**src/rtl/pi_switch_datapath_if.sv**
```systemverilog
// Bundle of packet, arbiter-request and arbiter-select signals around one pi-switch datapath.
// There is no valid/ready handshake: every port carries exactly one packet per cycle, the packet MSB is its valid flag, and nothing ever stalls.
interface pi_switch_datapath_if #(
  parameter int P_W = 32
);
  logic [P_W-1:0] l_in;
  logic [P_W-1:0] r_in;
  logic [P_W-1:0] ul_in;
  logic [P_W-1:0] ur_in;
  logic [P_W-1:0] l_out;
  logic [P_W-1:0] r_out;
  logic [P_W-1:0] ul_out;
  logic [P_W-1:0] ur_out;
  logic [1:0]     d_l;
  logic [1:0]     d_r;
  logic [1:0]     d_ul;
  logic [1:0]     d_ur;
  logic [1:0]     sel_l;
  logic [1:0]     sel_r;
  logic [1:0]     sel_ul;
  logic [1:0]     sel_ur;
  logic           random;
  logic           rand_gen;
  logic [15:0]    lfsr_dbg;

  modport slave (
    input  l_in, r_in, ul_in, ur_in,
    input  sel_l, sel_r, sel_ul, sel_ur,
    input  rand_gen,
    output l_out, r_out, ul_out, ur_out,
    output d_l, d_r, d_ul, d_ur,
    output random, lfsr_dbg
  );

  modport master (
    output l_in, r_in, ul_in, ur_in,
    output sel_l, sel_r, sel_ul, sel_ur,
    output rand_gen,
    input  l_out, r_out, ul_out, ur_out,
    input  d_l, d_r, d_ul, d_ur,
    input  random, lfsr_dbg
  );
endinterface

```
**src/rtl/pi_switch_datapath.sv**
```systemverilog
// BFT pi-switch datapath: input registers, direction decode, arbiter-aligned delay line,
// registered 4x4 crossbar and the LFSR feeding the arbiter's random input.
module pi_switch_datapath #(
  parameter int          P_W     = 32,
  parameter int          A_W     = 4,
  parameter int          LEVEL   = 1,
  parameter int          POS     = 0,
  parameter int          ARB_LAT = 5,
  parameter logic [15:0] SEED    = 16'hACE1
) (
  input  logic                 clk,
  input  logic                 reset,
  pi_switch_datapath_if.slave  bus
);

  localparam int POS_W = A_W - LEVEL;
  localparam logic [POS_W-1:0] POS_V = POS_W'(POS);

  // Port index inside a quad of packets.
  localparam int PL  = 0;
  localparam int PR  = 1;
  localparam int PUL = 2;
  localparam int PUR = 3;

  typedef logic [P_W-1:0] pkt_t;
  typedef pkt_t [3:0]     quad_t;

  quad_t       s0_d;
  quad_t       s0_q;
  quad_t       dl_d [ARB_LAT];
  quad_t       dl_q [ARB_LAT];
  quad_t       aligned;
  quad_t       out_d;
  quad_t       out_q;
  logic [15:0] lfsr_d;
  logic [15:0] lfsr_q;

  // Direction request: 00 void, 01 left child, 10 right child, 11 up (or turnback on ul/ur).
  function automatic logic [1:0] decode(input pkt_t p);
    logic [A_W-1:0] addr;
    logic [1:0]     dir;
    addr = p[P_W-2 -: A_W];
    dir  = 2'b00;
    if (p[P_W-1]) begin
      if (addr[A_W-1:LEVEL] != POS_V) begin
        dir = 2'b11;
      end else if (addr[LEVEL-1]) begin
        dir = 2'b10;
      end else begin
        dir = 2'b01;
      end
    end
    return dir;
  endfunction

  function automatic pkt_t xbar(input logic [1:0] sel, input quad_t a);
    pkt_t p;
    p = a[PUR];
    case (sel)
      2'b01:   p = a[PL];
      2'b10:   p = a[PR];
      2'b11:   p = a[PUL];
      default: p = a[PUR];
    endcase
    return p;
  endfunction

  always_comb begin
    s0_d = {bus.ur_in, bus.ul_in, bus.r_in, bus.l_in};
  end

  // Stage ARB_LAT-1 of the delay line holds the packets whose requests produced the current sel_*.
  always_comb begin
    dl_d[0] = s0_q;
    for (int i = 1; i < ARB_LAT; i++) begin
      dl_d[i] = dl_q[i-1];
    end
  end

  always_comb begin
    aligned    = dl_q[ARB_LAT-1];
    out_d      = '0;
    out_d[PL]  = xbar(bus.sel_l,  aligned);
    out_d[PR]  = xbar(bus.sel_r,  aligned);
    out_d[PUL] = xbar(bus.sel_ul, aligned);
    out_d[PUR] = xbar(bus.sel_ur, aligned);
  end

  always_comb begin
    lfsr_d = lfsr_q;
    if (bus.rand_gen) begin
      lfsr_d = {lfsr_q[14:0], lfsr_q[15] ^ lfsr_q[13] ^ lfsr_q[12] ^ lfsr_q[10]};
    end
  end

  always_ff @(posedge clk) begin
    if (reset) begin
      s0_q   <= '0;
      out_q  <= '0;
      lfsr_q <= SEED;
      for (int i = 0; i < ARB_LAT; i++) begin
        dl_q[i] <= '0;
      end
    end else begin
      s0_q   <= s0_d;
      out_q  <= out_d;
      lfsr_q <= lfsr_d;
      for (int i = 0; i < ARB_LAT; i++) begin
        dl_q[i] <= dl_d[i];
      end
    end
  end

  assign bus.d_l      = decode(s0_q[PL]);
  assign bus.d_r      = decode(s0_q[PR]);
  assign bus.d_ul     = decode(s0_q[PUL]);
  assign bus.d_ur     = decode(s0_q[PUR]);
  assign bus.l_out    = out_q[PL];
  assign bus.r_out    = out_q[PR];
  assign bus.ul_out   = out_q[PUL];
  assign bus.ur_out   = out_q[PUR];
  assign bus.random   = lfsr_q[0];
  assign bus.lfsr_dbg = lfsr_q;

endmodule
```
**src/flat_wrapper.sv**
```systemverilog
// flat-port wrapper written by rule: the top's interface ports become plain ports
module pi_switch_datapath_flat 
#(
  parameter int          P_W     = 32,
  parameter int          A_W     = 4,
  parameter int          LEVEL   = 1,
  parameter int          POS     = 0,
  parameter int          ARB_LAT = 5,
  parameter logic [15:0] SEED    = 16'hACE1
)
  (clk, reset, bus_l_in, bus_r_in, bus_ul_in, bus_ur_in, bus_sel_l, bus_sel_r, bus_sel_ul, bus_sel_ur, bus_rand_gen, bus_l_out, bus_r_out, bus_ul_out, bus_ur_out, bus_d_l, bus_d_r, bus_d_ul, bus_d_ur, bus_random, bus_lfsr_dbg);
  pi_switch_datapath_if #(.P_W(P_W)) bus_i ();
  input  logic clk;
  input  logic reset;
  input wire logic [$bits(bus_i.l_in)-1:0] bus_l_in;
  input wire logic [$bits(bus_i.r_in)-1:0] bus_r_in;
  input wire logic [$bits(bus_i.ul_in)-1:0] bus_ul_in;
  input wire logic [$bits(bus_i.ur_in)-1:0] bus_ur_in;
  input wire logic [$bits(bus_i.sel_l)-1:0] bus_sel_l;
  input wire logic [$bits(bus_i.sel_r)-1:0] bus_sel_r;
  input wire logic [$bits(bus_i.sel_ul)-1:0] bus_sel_ul;
  input wire logic [$bits(bus_i.sel_ur)-1:0] bus_sel_ur;
  input wire logic [$bits(bus_i.rand_gen)-1:0] bus_rand_gen;
  output wire logic [$bits(bus_i.l_out)-1:0] bus_l_out;
  output wire logic [$bits(bus_i.r_out)-1:0] bus_r_out;
  output wire logic [$bits(bus_i.ul_out)-1:0] bus_ul_out;
  output wire logic [$bits(bus_i.ur_out)-1:0] bus_ur_out;
  output wire logic [$bits(bus_i.d_l)-1:0] bus_d_l;
  output wire logic [$bits(bus_i.d_r)-1:0] bus_d_r;
  output wire logic [$bits(bus_i.d_ul)-1:0] bus_d_ul;
  output wire logic [$bits(bus_i.d_ur)-1:0] bus_d_ur;
  output wire logic [$bits(bus_i.random)-1:0] bus_random;
  output wire logic [$bits(bus_i.lfsr_dbg)-1:0] bus_lfsr_dbg;
  assign bus_i.l_in = bus_l_in;
  assign bus_i.r_in = bus_r_in;
  assign bus_i.ul_in = bus_ul_in;
  assign bus_i.ur_in = bus_ur_in;
  assign bus_i.sel_l = bus_sel_l;
  assign bus_i.sel_r = bus_sel_r;
  assign bus_i.sel_ul = bus_sel_ul;
  assign bus_i.sel_ur = bus_sel_ur;
  assign bus_i.rand_gen = bus_rand_gen;
  assign bus_l_out = bus_i.l_out;
  assign bus_r_out = bus_i.r_out;
  assign bus_ul_out = bus_i.ul_out;
  assign bus_ur_out = bus_i.ur_out;
  assign bus_d_l = bus_i.d_l;
  assign bus_d_r = bus_i.d_r;
  assign bus_d_ul = bus_i.d_ul;
  assign bus_d_ur = bus_i.d_ur;
  assign bus_random = bus_i.random;
  assign bus_lfsr_dbg = bus_i.lfsr_dbg;
  pi_switch_datapath #(.P_W(P_W), .A_W(A_W), .LEVEL(LEVEL), .POS(POS), .ARB_LAT(ARB_LAT), .SEED(SEED)) u_core (.clk(clk), .reset(reset), .bus(bus_i));
endmodule
```
**config.mk**
```make
export PLATFORM = sky130hd
export DESIGN_NAME = pi_switch_datapath_flat
export DESIGN_NICKNAME = d
export VERILOG_FILES = /design/src/rtl/pi_switch_datapath_if.sv /design/src/rtl/pi_switch_datapath.sv /design/src/flat_wrapper.sv
export SDC_FILE = /design/constraint.sdc
export NUM_CORES = 1
export LEC_CHECK = 0
export ABC_CLOCK_PERIOD_IN_PS = 3010
export BUFFER_PORTS_ARGS = -buffer_cell sky130_fd_sc_hd__buf_2
export CAP_MARGIN = 10
export CORE_AREA = 2 2 308 310
export DETAILED_ROUTE_END_ITERATION = 12
export DIE_AREA = 0 0 310 312
export PLACE_DENSITY_LB_ADDON = 0.2
export SLEW_MARGIN = 20
export SYNTH_ARGS = -nofsm -noshare
export SYNTH_HDL_FRONTEND = slang
export SYNTH_SLANG_ARGS = --single-unit
export TNS_END_PERCENT = 100
```
**constraint.sdc**
```tcl
create_clock -name clk -period 3.01 [get_ports clk]
set_input_delay 0.1505 -clock clk [delete_from_list [all_inputs] [get_ports clk]]
set_output_delay 0.1505 -clock clk [all_outputs]
set_load 0.05 [all_outputs]
```
Yosys cells after proc, flatten, opt, wreduce, memory -nomap -nowiden
Memories as Yosys holds them, arrays and structs flattened.
Index checks and enable logic that the tools add are counted.

word-level totals
  flip-flop bits (word level) = 272
  bits in writable memories = 640
  input bits = 139
  output and inout port bits = 153
  word-level logic and storage cells = 58
  memories kept = 1

operators by class
  equality and inequality tests = 12
  muxes and demuxes = 24
  bitwise logic cells = 8
  reduce and logical (&&, ||, !) cells = 4

memories
  memory       depth  width  rd ports  clocked after memory_dff  wr ports  RTL line                  text
  u_core.dl_q  5      128    5         0                         5         pi_switch_datapath.sv:31  quad_t dl_q [ARB_LAT];

operator list
  operator                                              count
  2-to-1 mux 128 bit                                    5
  one-hot mux 32 bit (3 select lines)                   4
  2-to-1 mux 2 bit                                      12
  equality test 2 bit (second input constant)           8
  nonzero test 3 bit                                    4
  equality test 2 x 1 -> 1 bit (second input constant)  4
  OR 1 bit                                              5
  2-to-1 mux 1 bit                                      3
  bitwise XOR 1 bit                                     3

Depth between registers and ports, before layout
Gate-level depths: netlist of the first run.

  depth in word-level cells = 3
  gate-level depth with buffers = 4
  gate-level depth less buffers = 3

Least setup slack after synthesis of the first run
OpenSTA, ideal clock, no wires.

  path type = register to output
  start point = register u_core.s0_q, in the netlist u_core.dl_d[541]
  end point = output bus_d_l[0]
  arrival = 1.508 ns
  required time = 2.859 ns
  slack = 1.352 ns
  stages on the path, launching flop included = 3
  path buffers = 0
  cells stage by stage = dfxtp_1 > nor3_1 > a21boi_0

between the ends
  cells in the longest elaborated chain, start to end = 3

ends and longest elaborated chain
  element                   RTL line                   text
  start: declaration        pi_switch_datapath.sv:29   quad_t s0_q;
  start signal: assignment  pi_switch_datapath.sv:98   s0_q <= '0;
  start signal: assignment  pi_switch_datapath.sv:105  s0_q <= s0_d;
  nonzero test 3 bit        pi_switch_datapath.sv:45   if (addr[A_W-1:LEVEL] != POS_V) begin
  2-to-1 mux 2 bit          pi_switch_datapath.sv:45
  2-to-1 mux 2 bit          pi_switch_datapath.sv:44   if (p[P_W-1]) begin
  end: declaration          flat_wrapper.sv:28         output wire logic [$bits(bus_i.d_l)-1:0] bus_d_l;

Every way passes these cells.

Final worst setup path of the first run
  start point = input reset
  end point = register u_core.s0_q, in the netlist u_core.dl_d[625]

RTL lines
  element             RTL line            text
  start: declaration  flat_wrapper.sv:14  input logic reset;

No word-level cell between the ends.

==> impl_metrics.xml, run 1 <==
<?xml version="1.0" encoding="UTF-8"?>
<metrics>
  <group name="worst_setup_path">
    <metric name="rr_startpoint" unit="">u_core.dl_q[0][539]</metric>
    <metric name="r2r_setup_slack" unit="ps">1840</metric>
    <metric name="critPathCaptureType" unit="">flop</metric>
    <metric name="ff2ff_path_depth" unit="">2</metric>
    <metric name="slowest_stage" unit="">buf_4</metric>
    <metric name="timing.critical_path.from_type" unit="">primary input</metric>
    <metric name="timing.critical_path.required" unit="ps">3500</metric>
    <metric name="path_cells" unit="">dlygate4sd3_1 -&gt; buf_8 -&gt; buf_4 -&gt; nor2b_1</metric>
    <metric name="r2r-end" unit="">u_core.bus.ur_out[27]</metric>
    <metric name="timing.setup.critical_path_class" unit="">in -&gt; reg</metric>
    <metric name="cp_data_arrival_time" unit="ps">2340</metric>
    <metric name="cp_max_fo" unit="">108</metric>
    <metric name="critical_path.max_stage_delay" unit="ps">770</metric>
  </group>
  <group name="floorplanning">
    <metric name="die_h" unit="microns">312</metric>
    <metric name="design.core.area" unit="sq mm">0.0930</metric>
    <metric name="effective_utilization_at_floorplan" unit="">0.299</metric>
    <metric name="num_rows" unit="">112</metric>
    <metric name="die_x" unit="microns">310</metric>
    <metric name="die_area" unit="sq mm">0.0967</metric>
    <metric name="ios" unit="">292</metric>
  </group>
  <group name="sta">
    <metric name="period_share" unit="">0.615</metric>
    <metric name="maxSlewHeadroom" unit="">0.300</metric>
    <metric name="timing_hold_violations_final" unit="">0</metric>
    <metric name="final.min_clock_period" unit="ps">1850</metric>
    <metric name="rsz0062_at_grt" unit="">false</metric>
    <metric name="tightest_slew" unit="ps">1050</metric>
    <metric name="final.setup.tns" unit="ps">0</metric>
    <metric name="achievable-frequency" unit="GHz">0.541</metric>
    <metric name="setup_viol" unit="">0</metric>
    <metric name="skew" unit="ps">15.6</metric>
    <metric name="pins_over_their_slew_limit" unit="">0</metric>
  </group>
  <group name="clock_tree">
    <metric name="clkSlewWorstSetupHoldPaths" unit="ps">60</metric>
    <metric name="post_cts.repair.setup_buffers" unit="">0</metric>
    <metric name="cts_root_buffer" unit="">clkbuf_16</metric>
    <metric name="tritoncts" unit="">yes</metric>
    <metric name="tritoncts_num_sinks" unit="">912</metric>
    <metric name="clk_latency" unit="ps">650</metric>
    <metric name="h-tree-depth" unit="">3</metric>
    <metric name="cts-buffers-inserted" unit="">94</metric>
    <metric name="clk_path_buf_depth" unit="">3</metric>
  </group>
  <group name="global_routing">
    <metric name="grt-busiest-layer" unit="">met2</metric>
    <metric name="grt_util_met3" unit="">0.0254</metric>
    <metric name="grt_use_total" unit="">0.129</metric>
    <metric name="initial_antenna_violation_count" unit="">10</metric>
    <metric name="number_of_global_route_vias_before_repair" unit="">16058</metric>
    <metric name="globalRouteMet1Util" unit="">0.180</metric>
    <metric name="global_route_overflow" unit="">0</metric>
    <metric name="maximum_number_of_pins_on_one_net_before_global_route_repair" unit="">177</metric>
    <metric name="global_route.usage.met2" unit="">0.198</metric>
    <metric name="grt_pass1_wl" unit="microns">95400</metric>
  </group>
  <group name="placed_design">
    <metric name="placed_cell_area" unit="sq mm">0.0303</metric>
    <metric name="port_buffers" unit="">291</metric>
    <metric name="dpl.hpwl" unit="microns">44700</metric>
    <metric name="gp_congestion" unit="">0.771</metric>
  </group>
  <group name="logic_synthesis">
    <metric name="synth.top_cells.by_area" unit="">dfxtp_1, nor2b_1, mux4_2, and2_1, clkbuf_1</metric>
    <metric name="synth.net_count" unit="">2254</metric>
    <metric name="yosysSeqAreaShare" unit="">0.655</metric>
    <metric name="synthesis.area_per_instance" unit="sq um">13.2</metric>
    <metric name="ys.warnings.count" unit="">0</metric>
    <metric name="synth_cell_types" unit="">20</metric>
    <metric name="post-synth-top-area-fraction" unit="">0.655</metric>
    <metric name="mapped_cells" unit="">2115</metric>
    <metric name="post_synth_instance_area" unit="sq mm">0.0279</metric>
    <metric name="yosys_reg_bits" unit="">912</metric>
    <metric name="netlist.top_cell.by_area" unit="">dfxtp_1</metric>
  </group>
  <group name="min_path">
    <metric name="worstHoldEndpoint" unit="">u_core.dl_d[587]</metric>
    <metric name="timing.hold.worst.start" unit="">bus_ul_in[11]</metric>
    <metric name="number_of_instances_on_the_worst_hold_path" unit="">3</metric>
    <metric name="holdCritPathClass" unit="">in -&gt; reg</metric>
  </group>
  <group name="cells_and_area">
    <metric name="mostFrequentLayoutCell" unit="">dfxtp_1</metric>
    <metric name="layout.cells.most_common_list" unit="">dfxtp_1, nor2b_1, buf_2</metric>
    <metric name="fin_area" unit="sq mm">0.0348</metric>
    <metric name="final_stage_net_count" unit="">2655</metric>
    <metric name="syn2layout_area_growth" unit="%">24.9</metric>
    <metric name="drive_above_1_share" unit="">0.224</metric>
  </group>
  <group name="drt">
    <metric name="via_per_inst" unit="">3.99</metric>
    <metric name="drtIter0Drc" unit="">712</metric>
    <metric name="drt.antenna.violating_nets" unit="">0</metric>
    <metric name="vias" unit="">15363</metric>
    <metric name="detail_route.wl_per_cell" unit="microns">16.5</metric>
    <metric name="drt_drc_violations_left" unit="">0</metric>
    <metric name="drt_first_pass_iters" unit="">5</metric>
    <metric name="route.final.wire_length" unit="microns">63400</metric>
  </group>
  <group name="run">
    <metric name="timing.max_cap.violations" unit="">0</metric>
  </group>
  <group name="power">
    <metric name="peak_ir_drop_on_the_vdd_network" unit="mV">0.379</metric>
    <metric name="powerDensity" unit="mW/mm^2">721</metric>
    <metric name="power.leakage" unit="nW">14.1</metric>
  </group>
  <group name="outcome">
    <metric name="run_status" unit="">finished, final reports clean</metric>
  </group>
</metrics>
## worst max-delay path: cells and delay by family
kind | cells | cell delay, ps
simple gates | 1 | 120
buf+inv | 3 | 1860
## cells in the mapped netlist
library cell,n
a21boi_0,4
nor3_1,5
buf_12,12
xnor2_1,3
nor2b_1,768
buf_4,1
inv_2,1
nor2_1,8
o41a_1,4
buf_2,23
a31oi_1,1
nand2_1,7
mux4_2,120
buf_6,4
and2_1,128
clkbuf_1,90
dfxtp_1,912
buf_1,1
mux4_1,8
mux2i_1,15
## cells by family (layout without fill, tap and decap cells)
logic type / count (synthesis) / after routing / share of synthesized area
muxes: 143 / 143 / 0.110
other: 0 / 3 / 0
DFF: 912 / 912 / 0.655
and+or+nand+nor: 916 / 916 / 0.204
xor gates and xnor gates: 3 / 3 / 0.000943
AOI/OAI and AO/OA: 9 / 9 / 0.00292
buffers and inverters: 132 / 606 / 0.0270
## where the power goes
part	internal [W]	switching, W
Sequential	0.0124	0.0000992
Combinational	0.000465	0.000543
Clock	0.00690	0.00473
Total	0.0197	0.00538
## final cells by class
type	count	area [sq um]
inverter	1	3.75
sequential	912	18300
multi-input combinational	1071	8860
timing repair buffer	436	2960
tap	1254	1570
fill	9039	58200
clock inverter	39	462
antenna	3	7.51
clock buffer	130	2700
## registers in the layout, indices dropped and copies added (netlist names)
name / flops
u_core.dl_q: 640
u_core.dl_d: 128
u_core.bus.l_out: 32
u_core.bus.r_out: 32
u_core.bus.ul_out: 32
u_core.bus.ur_out: 32
u_core.bus.lfsr_dbg: 16
## metrics by stage
stage | worst slack (ps) | total power (W) | std cells | hold slack, ps | utilization
2_1_floorplan | 1350 | 0.0133 | 2115 | 279 | -
3_3_place_gp | 1140 | 0.0136 | 3544 | 363 | 0.326
3_5_place_dp | 1100 | 0.0136 | 3544 | 367 | 0.326
4_1_cts | 1130 | 0.0255 | 3843 | 200 | 0.374
5_1_grt | 984 | 0.0261 | 3843 | 232 | 0.374
6_report | 1160 | 0.0251 | 3846 | 249 | 0.374
## metal layers
metal / share of wire / vias up
met2: 0.44 / 410
met3: 0.050 / 136
met1: 0.48 / 7242
met4: 0.029 / 2
li1: - / 7573
met5: 0.00019 / -
## timing repair
item                      in CTS  in global routing
hold buffers                 130                  0
hold endpoints to repair     139                  0
gates resized for setup        0                  0
## worst max-delay path by stage
stage                                 from                  end  slack [ps]  depth (start not counted)
after floorplan           u_core.dl_d[541]           bus_d_l[0]        1350                          2
after global placement               reset  u_core.dl_q[0][624]        1140                          3
after detailed placement             reset  u_core.dl_q[0][210]        1100                          3
after CTS                 u_core.dl_d[575]           bus_d_r[0]        1130                          2
after global routing                 reset     u_core.dl_d[625]         980                          4
final                                reset     u_core.dl_d[625]        1160                          4
No activity file was read; power rests on OpenSTA's default activity.
==> run 2, diff against run 1 <==
--- a/config.mk
+++ b/config.mk
@@ -5,12 +5,13 @@
 export SDC_FILE = /design/constraint.sdc
 export NUM_CORES = 1
 export LEC_CHECK = 0
-export ABC_CLOCK_PERIOD_IN_PS = 3010
+export ABC_AREA = 1
+export ABC_CLOCK_PERIOD_IN_PS = 1700
 export BUFFER_PORTS_ARGS = -buffer_cell sky130_fd_sc_hd__buf_2
 export CAP_MARGIN = 10
-export CORE_AREA = 2 2 308 310
+export CORE_AREA = 2 2 315 317
 export DETAILED_ROUTE_END_ITERATION = 12
-export DIE_AREA = 0 0 310 312
+export DIE_AREA = 0 0 317 319
 export PLACE_DENSITY_LB_ADDON = 0.2
 export SLEW_MARGIN = 20
 export SYNTH_ARGS = -nofsm -noshare
==> constraint.sdc (replaced) <==
create_clock -name clk -period 1.7 [get_ports clk]
set_input_delay 0.085 -clock clk [delete_from_list [all_inputs] [get_ports clk]]
set_output_delay 0.085 -clock clk [all_outputs]
set_load 0.05 [all_outputs]
==> run 2 against run 1 <==
Against the previous run:
- largest power group is now the clock network
- synthesized area up 4.3%
- highest routed layer is now met4
- clock skew up 5.5 ps
- hold slack worse by 180 ps
- utilization up 0.69 points
==> impl_metrics.xml, run 2 <==
<?xml version="1.0" encoding="UTF-8"?>
<metrics>
  <group name="logic_synthesis">
    <metric name="post-synth-top-area-fraction" unit="">0.628</metric>
    <metric name="yosysSeqAreaShare" unit="">0.628</metric>
    <metric name="mapped_cells" unit="">3651</metric>
    <metric name="synthesis.area_per_instance" unit="sq um">7.96</metric>
    <metric name="synth_enable_flop_cells" unit="">0</metric>
    <metric name="synth.net_count" unit="">3790</metric>
    <metric name="synth-async-reset-ratio" unit="">0</metric>
    <metric name="synth_most_common_cell" unit="">nor2_1</metric>
    <metric name="yosys_reg_bits" unit="">912</metric>
    <metric name="synth.top_cells.by_area" unit="">dfxtp_1, nor2_1, inv_1, nand2_1, o21ai_0</metric>
    <metric name="ys.warnings.count" unit="">0</metric>
    <metric name="ranking_of_synthesized_cells_by_instance_count" unit="">nor2_1, dfxtp_1, inv_1</metric>
    <metric name="post_synth_instance_area" unit="sq mm">0.0291</metric>
    <metric name="netlist.top_cell.by_area" unit="">dfxtp_1</metric>
    <metric name="synthFlopType" unit="">dfxtp_1</metric>
    <metric name="synth_cell_types" unit="">19</metric>
  </group>
  <group name="global_routing">
    <metric name="grt_use_total" unit="">0.166</metric>
    <metric name="global_route_overflow" unit="">0</metric>
    <metric name="grt_pass1_wl" unit="microns">127000</metric>
    <metric name="maximum_number_of_pins_on_one_net_before_global_route_repair" unit="">129</metric>
    <metric name="initial_antenna_violation_count" unit="">7</metric>
    <metric name="number_of_global_route_vias_before_repair" unit="">21638</metric>
  </group>
  <group name="cells_and_area">
    <metric name="syn2layout_area_growth" unit="%">28.1</metric>
    <metric name="finish.utilization" unit="">0.381</metric>
    <metric name="area.sequential" unit="sq mm">0.0183</metric>
    <metric name="drive_above_1_share" unit="">0.129</metric>
    <metric name="instances_no_fill" unit="">5473</metric>
    <metric name="num-fill-cells" unit="">10333</metric>
    <metric name="number_of_flip_flops_in_the_largest_register" unit="">640</metric>
    <metric name="regMostFlops" unit="">u_core.dl_q</metric>
    <metric name="final_stage_net_count" unit="">4246</metric>
    <metric name="mostFrequentLayoutCell" unit="">nor2_1</metric>
    <metric name="layout.cells.most_common_list" unit="">nor2_1, dfxtp_1, inv_1</metric>
    <metric name="multi_input_comb_area" unit="sq mm">0.00695</metric>
  </group>
  <group name="worst_setup_path">
    <metric name="ff2ff_path_depth" unit="">5</metric>
    <metric name="cp_data_arrival_time" unit="ps">1520</metric>
    <metric name="timing.critical_path.from_type" unit="">flop</metric>
    <metric name="cp_max_fo" unit="">2</metric>
    <metric name="r2r_setup_slack" unit="ps">270</metric>
    <metric name="r2r-end" unit="">u_core.bus.l_out[30]</metric>
    <metric name="timing.critical_path.required" unit="ps">1620</metric>
    <metric name="critPathCaptureType" unit="">primary output</metric>
    <metric name="timing.setup.critical_path_class" unit="">reg -&gt; out</metric>
    <metric name="rr_startpoint" unit="">u_core.dl_q[0][542]</metric>
  </group>
  <group name="drt">
    <metric name="via_per_inst" unit="">4.03</metric>
    <metric name="drt.antenna.violating_nets" unit="">0</metric>
    <metric name="drt_first_pass_iters" unit="">5</metric>
    <metric name="route.final.wire_length" unit="microns">83900</metric>
    <metric name="drt_drc_violations_left" unit="">0</metric>
    <metric name="drtIter0Drc" unit="">1438</metric>
    <metric name="vias" unit="">22056</metric>
    <metric name="detail_route.wl_per_cell" unit="microns">15.3</metric>
  </group>
  <group name="sta">
    <metric name="worst_hold_slack" unit="ps">68.0</metric>
    <metric name="setup_viol" unit="">0</metric>
    <metric name="final.min_clock_period" unit="ps">1600</metric>
    <metric name="timing_hold_violations_final" unit="">0</metric>
    <metric name="skew" unit="ps">21.0</metric>
    <metric name="pins_over_their_slew_limit" unit="">0</metric>
    <metric name="period_share" unit="">0.942</metric>
    <metric name="rsz0062_at_grt" unit="">true</metric>
    <metric name="achievable-frequency" unit="GHz">0.624</metric>
    <metric name="tightest_slew" unit="ps">562</metric>
    <metric name="maxSlewHeadroom" unit="">0.625</metric>
  </group>
  <group name="floorplanning">
    <metric name="effective_utilization_at_floorplan" unit="">0.297</metric>
    <metric name="die_x" unit="microns">317</metric>
    <metric name="die_area" unit="sq mm">0.101</metric>
    <metric name="design.core.area" unit="sq mm">0.0977</metric>
    <metric name="die_h" unit="microns">319</metric>
    <metric name="ios" unit="">292</metric>
    <metric name="num_rows" unit="">115</metric>
  </group>
  <group name="clock_tree">
    <metric name="cts-buffers-inserted" unit="">98</metric>
    <metric name="cts_root_buffer" unit="">clkbuf_16</metric>
    <metric name="h-tree-depth" unit="">3</metric>
    <metric name="tritoncts" unit="">yes</metric>
    <metric name="clkSlewWorstSetupHoldPaths" unit="ps">70</metric>
    <metric name="clk_latency" unit="ps">660</metric>
    <metric name="tritoncts_num_sinks" unit="">912</metric>
    <metric name="clk_path_buf_depth" unit="">3</metric>
  </group>
  <group name="placed_design">
    <metric name="dpl.hpwl" unit="microns">60400</metric>
    <metric name="numPlacedInstances" unit="">5139</metric>
    <metric name="gp_congestion" unit="">0.896</metric>
    <metric name="port_buffers" unit="">291</metric>
  </group>
  <group name="min_path">
    <metric name="timing.hold.worst.start" unit="">bus_sel_r[0]</metric>
    <metric name="holdCritPathClass" unit="">in -&gt; reg</metric>
    <metric name="worstHoldEndpoint" unit="">u_core.bus.r_out[23]</metric>
    <metric name="number_of_instances_on_the_worst_hold_path" unit="">4</metric>
  </group>
  <group name="run">
    <metric name="timing.max_cap.violations" unit="">0</metric>
  </group>
  <group name="power">
    <metric name="peak_ir_drop_on_the_vdd_network" unit="mV">0.737</metric>
    <metric name="totalPowerFinal" unit="W">0.0474</metric>
    <metric name="powerDensity" unit="mW/mm^2">1270</metric>
    <metric name="power.leakage" unit="nW">16.7</metric>
  </group>
  <group name="outcome">
    <metric name="run_status" unit="">finished, final reports clean</metric>
  </group>
</metrics>
==> run 2: changes by cell type in the layout (fill, tap and decap cells not counted), moves of 40 or more <==
cell,previous run,this run
mux4_2,120,0
nor2_1,8,1020
o21ai_1,0,48
nand2_1,7,400
nor2b_1,768,0
a21oi_1,0,40
inv_1,0,837
buf_4,9,58
and2_1,128,0
o21ai_0,0,202
==> run 2: kinds of logic after synthesis <==
logic type	share of synthesized area
and+or+nand+nor	0.188
buffers and inverters	0.133
DFF	0.628
AOI/OAI and AO/OA	0.0502
==> run 2: worst max path at each step <==
| stage | start | end | cells past startpoint |
|---|---|---|---|
| after floorplan | u_core.bus.lfsr_dbg[12] | u_core.bus.lfsr_dbg[0] | 6 |
| after global placement | bus_sel_l[0] | u_core.bus.l_out[17] | 8 |
| after detailed placement | bus_sel_l[1] | u_core.bus.l_out[24] | 8 |
| after CTS | u_core.dl_d[573] | bus_d_r[1] | 5 |
| after global routing | u_core.dl_d[606] | bus_d_ul[1] | 5 |
| final | u_core.dl_d[573] | bus_d_r[1] | 5 |
==> run 2: layer usage <==
layer | track usage | routed length [microns] | share of wire
met5 | 0 | 0 | 0
met1 | 0.216 | 37900 | 0.45
met2 | 0.265 | 37200 | 0.44
met4 | 0.0705 | 3410 | 0.041
met3 | 0.0373 | 5280 | 0.063
==> run 2: cell type report <==
class / instances / area share
timing repair buffer: 516 / 0.102
inverter: 844 / 0.0852
clock inverter: 32 / 0.0142
tap: 1287 / 0.0433
clock buffer: 145 / 0.0781
multi-input combinational: 1735 / 0.187
sequential: 912 / 0.490
antenna: 2 / 0.000134
==> run 2: where the power goes <==
part | internal (W) | switching (W) | total (W)
sequential | 0.0220 | 0.000239 | 0.0222
combinational | 0.000983 | 0.00198 | 0.00296
clock | 0.0137 | 0.00859 | 0.0223
total | 0.0366 | 0.0108 | 0.0474
==> run 2: through the flow <==
stage | TNS [ps] | worst slack [ps] | cell area (sq um)
final | 0 | 98.5 | 37200
after global routing | -26.8 | -26.8 | 37200
after CTS | 0 | 5.11 | 37200
after detailed placement | 0 | 149 | 32200
after global placement | 0 | 160 | 32200
after floorplan | 0 | 554 | 29100
==> run 2: repair_timing <==
item,in CTS,in global routing
gates resized for setup,4,16
endpoints found under the setup margin,4,8
setup buffers,0,0
hold buffers,155,0
hold endpoints to repair,244,0
pin swaps,0,1
==> run 2: worst max-delay path, stage by stage (launching register included) <==
cell and delay (ps):
dfxtp_1 300, inv_1 90, nand3_1 100, o21ai_1 140, inv_1 50, buf_4 180
==> run 3, diff against run 2 <==
--- a/config.mk
+++ b/config.mk
@@ -8,11 +8,11 @@
 export ABC_AREA = 1
 export ABC_CLOCK_PERIOD_IN_PS = 1700
 export BUFFER_PORTS_ARGS = -buffer_cell sky130_fd_sc_hd__buf_2
-export CAP_MARGIN = 10
 export CORE_AREA = 2 2 315 317
 export DETAILED_ROUTE_END_ITERATION = 12
 export DIE_AREA = 0 0 317 319
 export PLACE_DENSITY_LB_ADDON = 0.2
+export REMOVE_ABC_BUFFERS = 1
 export SLEW_MARGIN = 20
 export SYNTH_ARGS = -nofsm -noshare
 export SYNTH_HDL_FRONTEND = slang
==> run 3 against run 2 <==
Against the previous run:
- critical endpoint unchanged
- via count decreased by 0.58%
- critical path type unchanged
- largest power group is now sequential cells
- clock power decreased by 5%
- worst setup slack got worse by 1.7 ps
- highest routed layer is now met5
==> impl_metrics.xml, run 3 (synthesis gave the netlist of run 2 again) <==
<?xml version="1.0" encoding="UTF-8"?>
<metrics>
  <group name="outcome">
    <metric name="run_status" unit="">finished, final reports clean</metric>
  </group>
  <group name="worst_setup_path">
    <metric name="path_cells" unit="">inv_1 -&gt; nand3_2 -&gt; o21ai_2 -&gt; inv_1 -&gt; clkbuf_4</metric>
    <metric name="cp_data_arrival_time" unit="ps">1520</metric>
    <metric name="timing.critical_path.required" unit="ps">1620</metric>
    <metric name="timing.critical_path.mode_cell" unit="">inv_1</metric>
    <metric name="critPathCaptureType" unit="">primary output</metric>
    <metric name="cp_max_fo" unit="">2</metric>
    <metric name="critical_path.max_stage_delay" unit="ps">290</metric>
    <metric name="slowest_stage" unit="">dfxtp_1</metric>
    <metric name="timing.critical_path.from_type" unit="">flop</metric>
    <metric name="timing.setup.critical_path_class" unit="">reg -&gt; out</metric>
    <metric name="worst_path_dominant_cell_family" unit="">buffers and inverters</metric>
    <metric name="crit_buf_inv" unit="">3</metric>
  </group>
  <group name="cells_and_area">
    <metric name="layout.cells.most_common_list" unit="">nor2_1, dfxtp_1, inv_1</metric>
    <metric name="final_stage_net_count" unit="">4253</metric>
    <metric name="syn2layout_area_growth" unit="%">28.0</metric>
    <metric name="regMostFlops" unit="">u_core.dl_q</metric>
    <metric name="instances_no_fill" unit="">5477</metric>
    <metric name="drive_above_1_share" unit="">0.128</metric>
    <metric name="mostFrequentLayoutCell" unit="">nor2_1</metric>
    <metric name="number_of_flip_flops_in_the_largest_register" unit="">640</metric>
  </group>
  <group name="clock_tree">
    <metric name="h-tree-depth" unit="">3</metric>
    <metric name="cts-buffers-inserted" unit="">99</metric>
    <metric name="post_cts.repair.setup_buffers" unit="">0</metric>
    <metric name="clk_latency" unit="ps">660</metric>
    <metric name="cts_root_buffer" unit="">clkbuf_16</metric>
    <metric name="clk_path_buf_depth" unit="">3</metric>
    <metric name="tritoncts" unit="">yes</metric>
    <metric name="clkSlewWorstSetupHoldPaths" unit="ps">60</metric>
    <metric name="tritoncts_num_sinks" unit="">912</metric>
  </group>
  <group name="sta">
    <metric name="achievable-frequency" unit="GHz">0.624</metric>
    <metric name="final.min_clock_period" unit="ps">1600</metric>
    <metric name="timing_hold_violations_final" unit="">0</metric>
    <metric name="worst_hold_slack" unit="ps">157</metric>
    <metric name="setup_viol" unit="">0</metric>
    <metric name="post-route-worst-setup-slack" unit="ps">96.8</metric>
    <metric name="period_share" unit="">0.943</metric>
    <metric name="maxSlewHeadroom" unit="">0.520</metric>
    <metric name="skew" unit="ps">34.6</metric>
    <metric name="pins_over_their_slew_limit" unit="">0</metric>
    <metric name="tightest_slew" unit="ps">721</metric>
  </group>
  <group name="drt">
    <metric name="via_per_inst" unit="">4.00</metric>
    <metric name="vias" unit="">21927</metric>
    <metric name="drtIter0Drc" unit="">1145</metric>
    <metric name="drt_drc_violations_left" unit="">0</metric>
    <metric name="drt.antenna.violating_nets" unit="">0</metric>
    <metric name="drt_first_pass_iters" unit="">5</metric>
    <metric name="route.final.wire_length" unit="microns">75700</metric>
    <metric name="detail_route.wl_per_cell" unit="microns">13.8</metric>
  </group>
  <group name="global_routing">
    <metric name="global_route_overflow" unit="">0</metric>
    <metric name="initial_antenna_violation_count" unit="">5</metric>
    <metric name="grt_use_total" unit="">0.150</metric>
    <metric name="maximum_number_of_pins_on_one_net_before_global_route_repair" unit="">146</metric>
    <metric name="number_of_global_route_vias_before_repair" unit="">20857</metric>
    <metric name="grt_pass1_wl" unit="microns">117000</metric>
  </group>
  <group name="placed_design">
    <metric name="placement.setup.worst_slack" unit="ps">81.2</metric>
    <metric name="port_buffers" unit="">291</metric>
    <metric name="gp_congestion" unit="">0.824</metric>
    <metric name="dpl.hpwl" unit="microns">49900</metric>
    <metric name="numPlacedInstances" unit="">5136</metric>
  </group>
  <group name="floorplanning">
    <metric name="effective_utilization_at_floorplan" unit="">0.297</metric>
    <metric name="die_x" unit="microns">317</metric>
    <metric name="design.core.area" unit="sq mm">0.0977</metric>
    <metric name="die_area" unit="sq mm">0.101</metric>
    <metric name="num_rows" unit="">115</metric>
    <metric name="ios" unit="">292</metric>
    <metric name="die_h" unit="microns">319</metric>
  </group>
  <group name="power">
    <metric name="peak_ir_drop_on_the_vdd_network" unit="mV">0.678</metric>
    <metric name="powerDensity" unit="mW/mm^2">1250</metric>
    <metric name="totalPowerFinal" unit="W">0.0464</metric>
    <metric name="power.leakage" unit="nW">16.7</metric>
  </group>
  <group name="run">
    <metric name="timing.max_cap.violations" unit="">0</metric>
  </group>
  <group name="min_path">
    <metric name="holdCritPathClass" unit="">in -&gt; reg</metric>
  </group>
</metrics>
-- run 3: per-stage QoR --
stage	utilization	setup TNS, ps	area [sq um]
2_1_floorplan	-	0	28300
3_3_place_gp	0.330	0	32300
3_5_place_dp	0.330	0	32300
4_1_cts	0.380	-3.86	37200
5_1_grt	0.381	-16.5	37200
6_report	0.381	0	37200
-- run 3: report_power, final --
part	switching, W	internal [W]	leakage, nW
clock	0.00846	0.0127	1.58
combinational	0.00196	0.00101	7.65
sequential	0.000247	0.0220	7.44
total	0.0107	0.0357	16.7
-- run 3: metal layers --
| layer | part of all wire | track usage |
|---|---|---|
| met1 | 0.45 | 0.195 |
| met2 | 0.45 | 0.240 |
| met3 | 0.078 | 0.0426 |
| met5 | 0.00028 | 0 |
| met4 | 0.022 | 0.0448 |
-- run 3: repair_timing --
| item | 4_1_cts | 5_1_grt |
|---|---|---|
| pin swaps | 0 | 3 |
| setup endpoints to repair | 7 | 7 |
| hold endpoints to repair | 347 | 0 |
| gates cloned | 0 | 0 |
| hold buffers | 164 | 0 |
| resized for setup | 11 | 16 |
-- run 3: worst reg2reg max path: cells and delay by family, from the launching register on --
family | cells | cell delay, ps
buffers and inverters | 2 | 680
DFF | 1 | 410
and+or+nand+nor | 2 | 140
AOI/OAI and AO/OA | 1 | 130
-- run 3: final cells by class --
cell class / instances / area (sq um)
Multi-Input combinational cell: 1735 / 7010
Clock buffer: 154 / 3010
Tap cell: 1287 / 1610
Fill cell: 10255 / 60500
Timing Repair Buffer: 522 / 3900
Sequential cell: 912 / 18300
Antenna cell: 2 / 5.00
Inverter: 844 / 3170
Clock inverter: 21 / 230
-- run 3: final timing paths --
check / startpoint / to / slack (ps) / depth (start not counted)
min: bus_l_in[14] / u_core.dl_d[526] / 160 / 4
min reg2reg: u_core.dl_d[632] / u_core.dl_q[0][120] / 370 / 2
max reg2reg: u_core.dl_q[0][571] / u_core.bus.l_out[27] / 300 / 5
max: u_core.dl_d[574] / bus_d_r[1] / 100 / 5
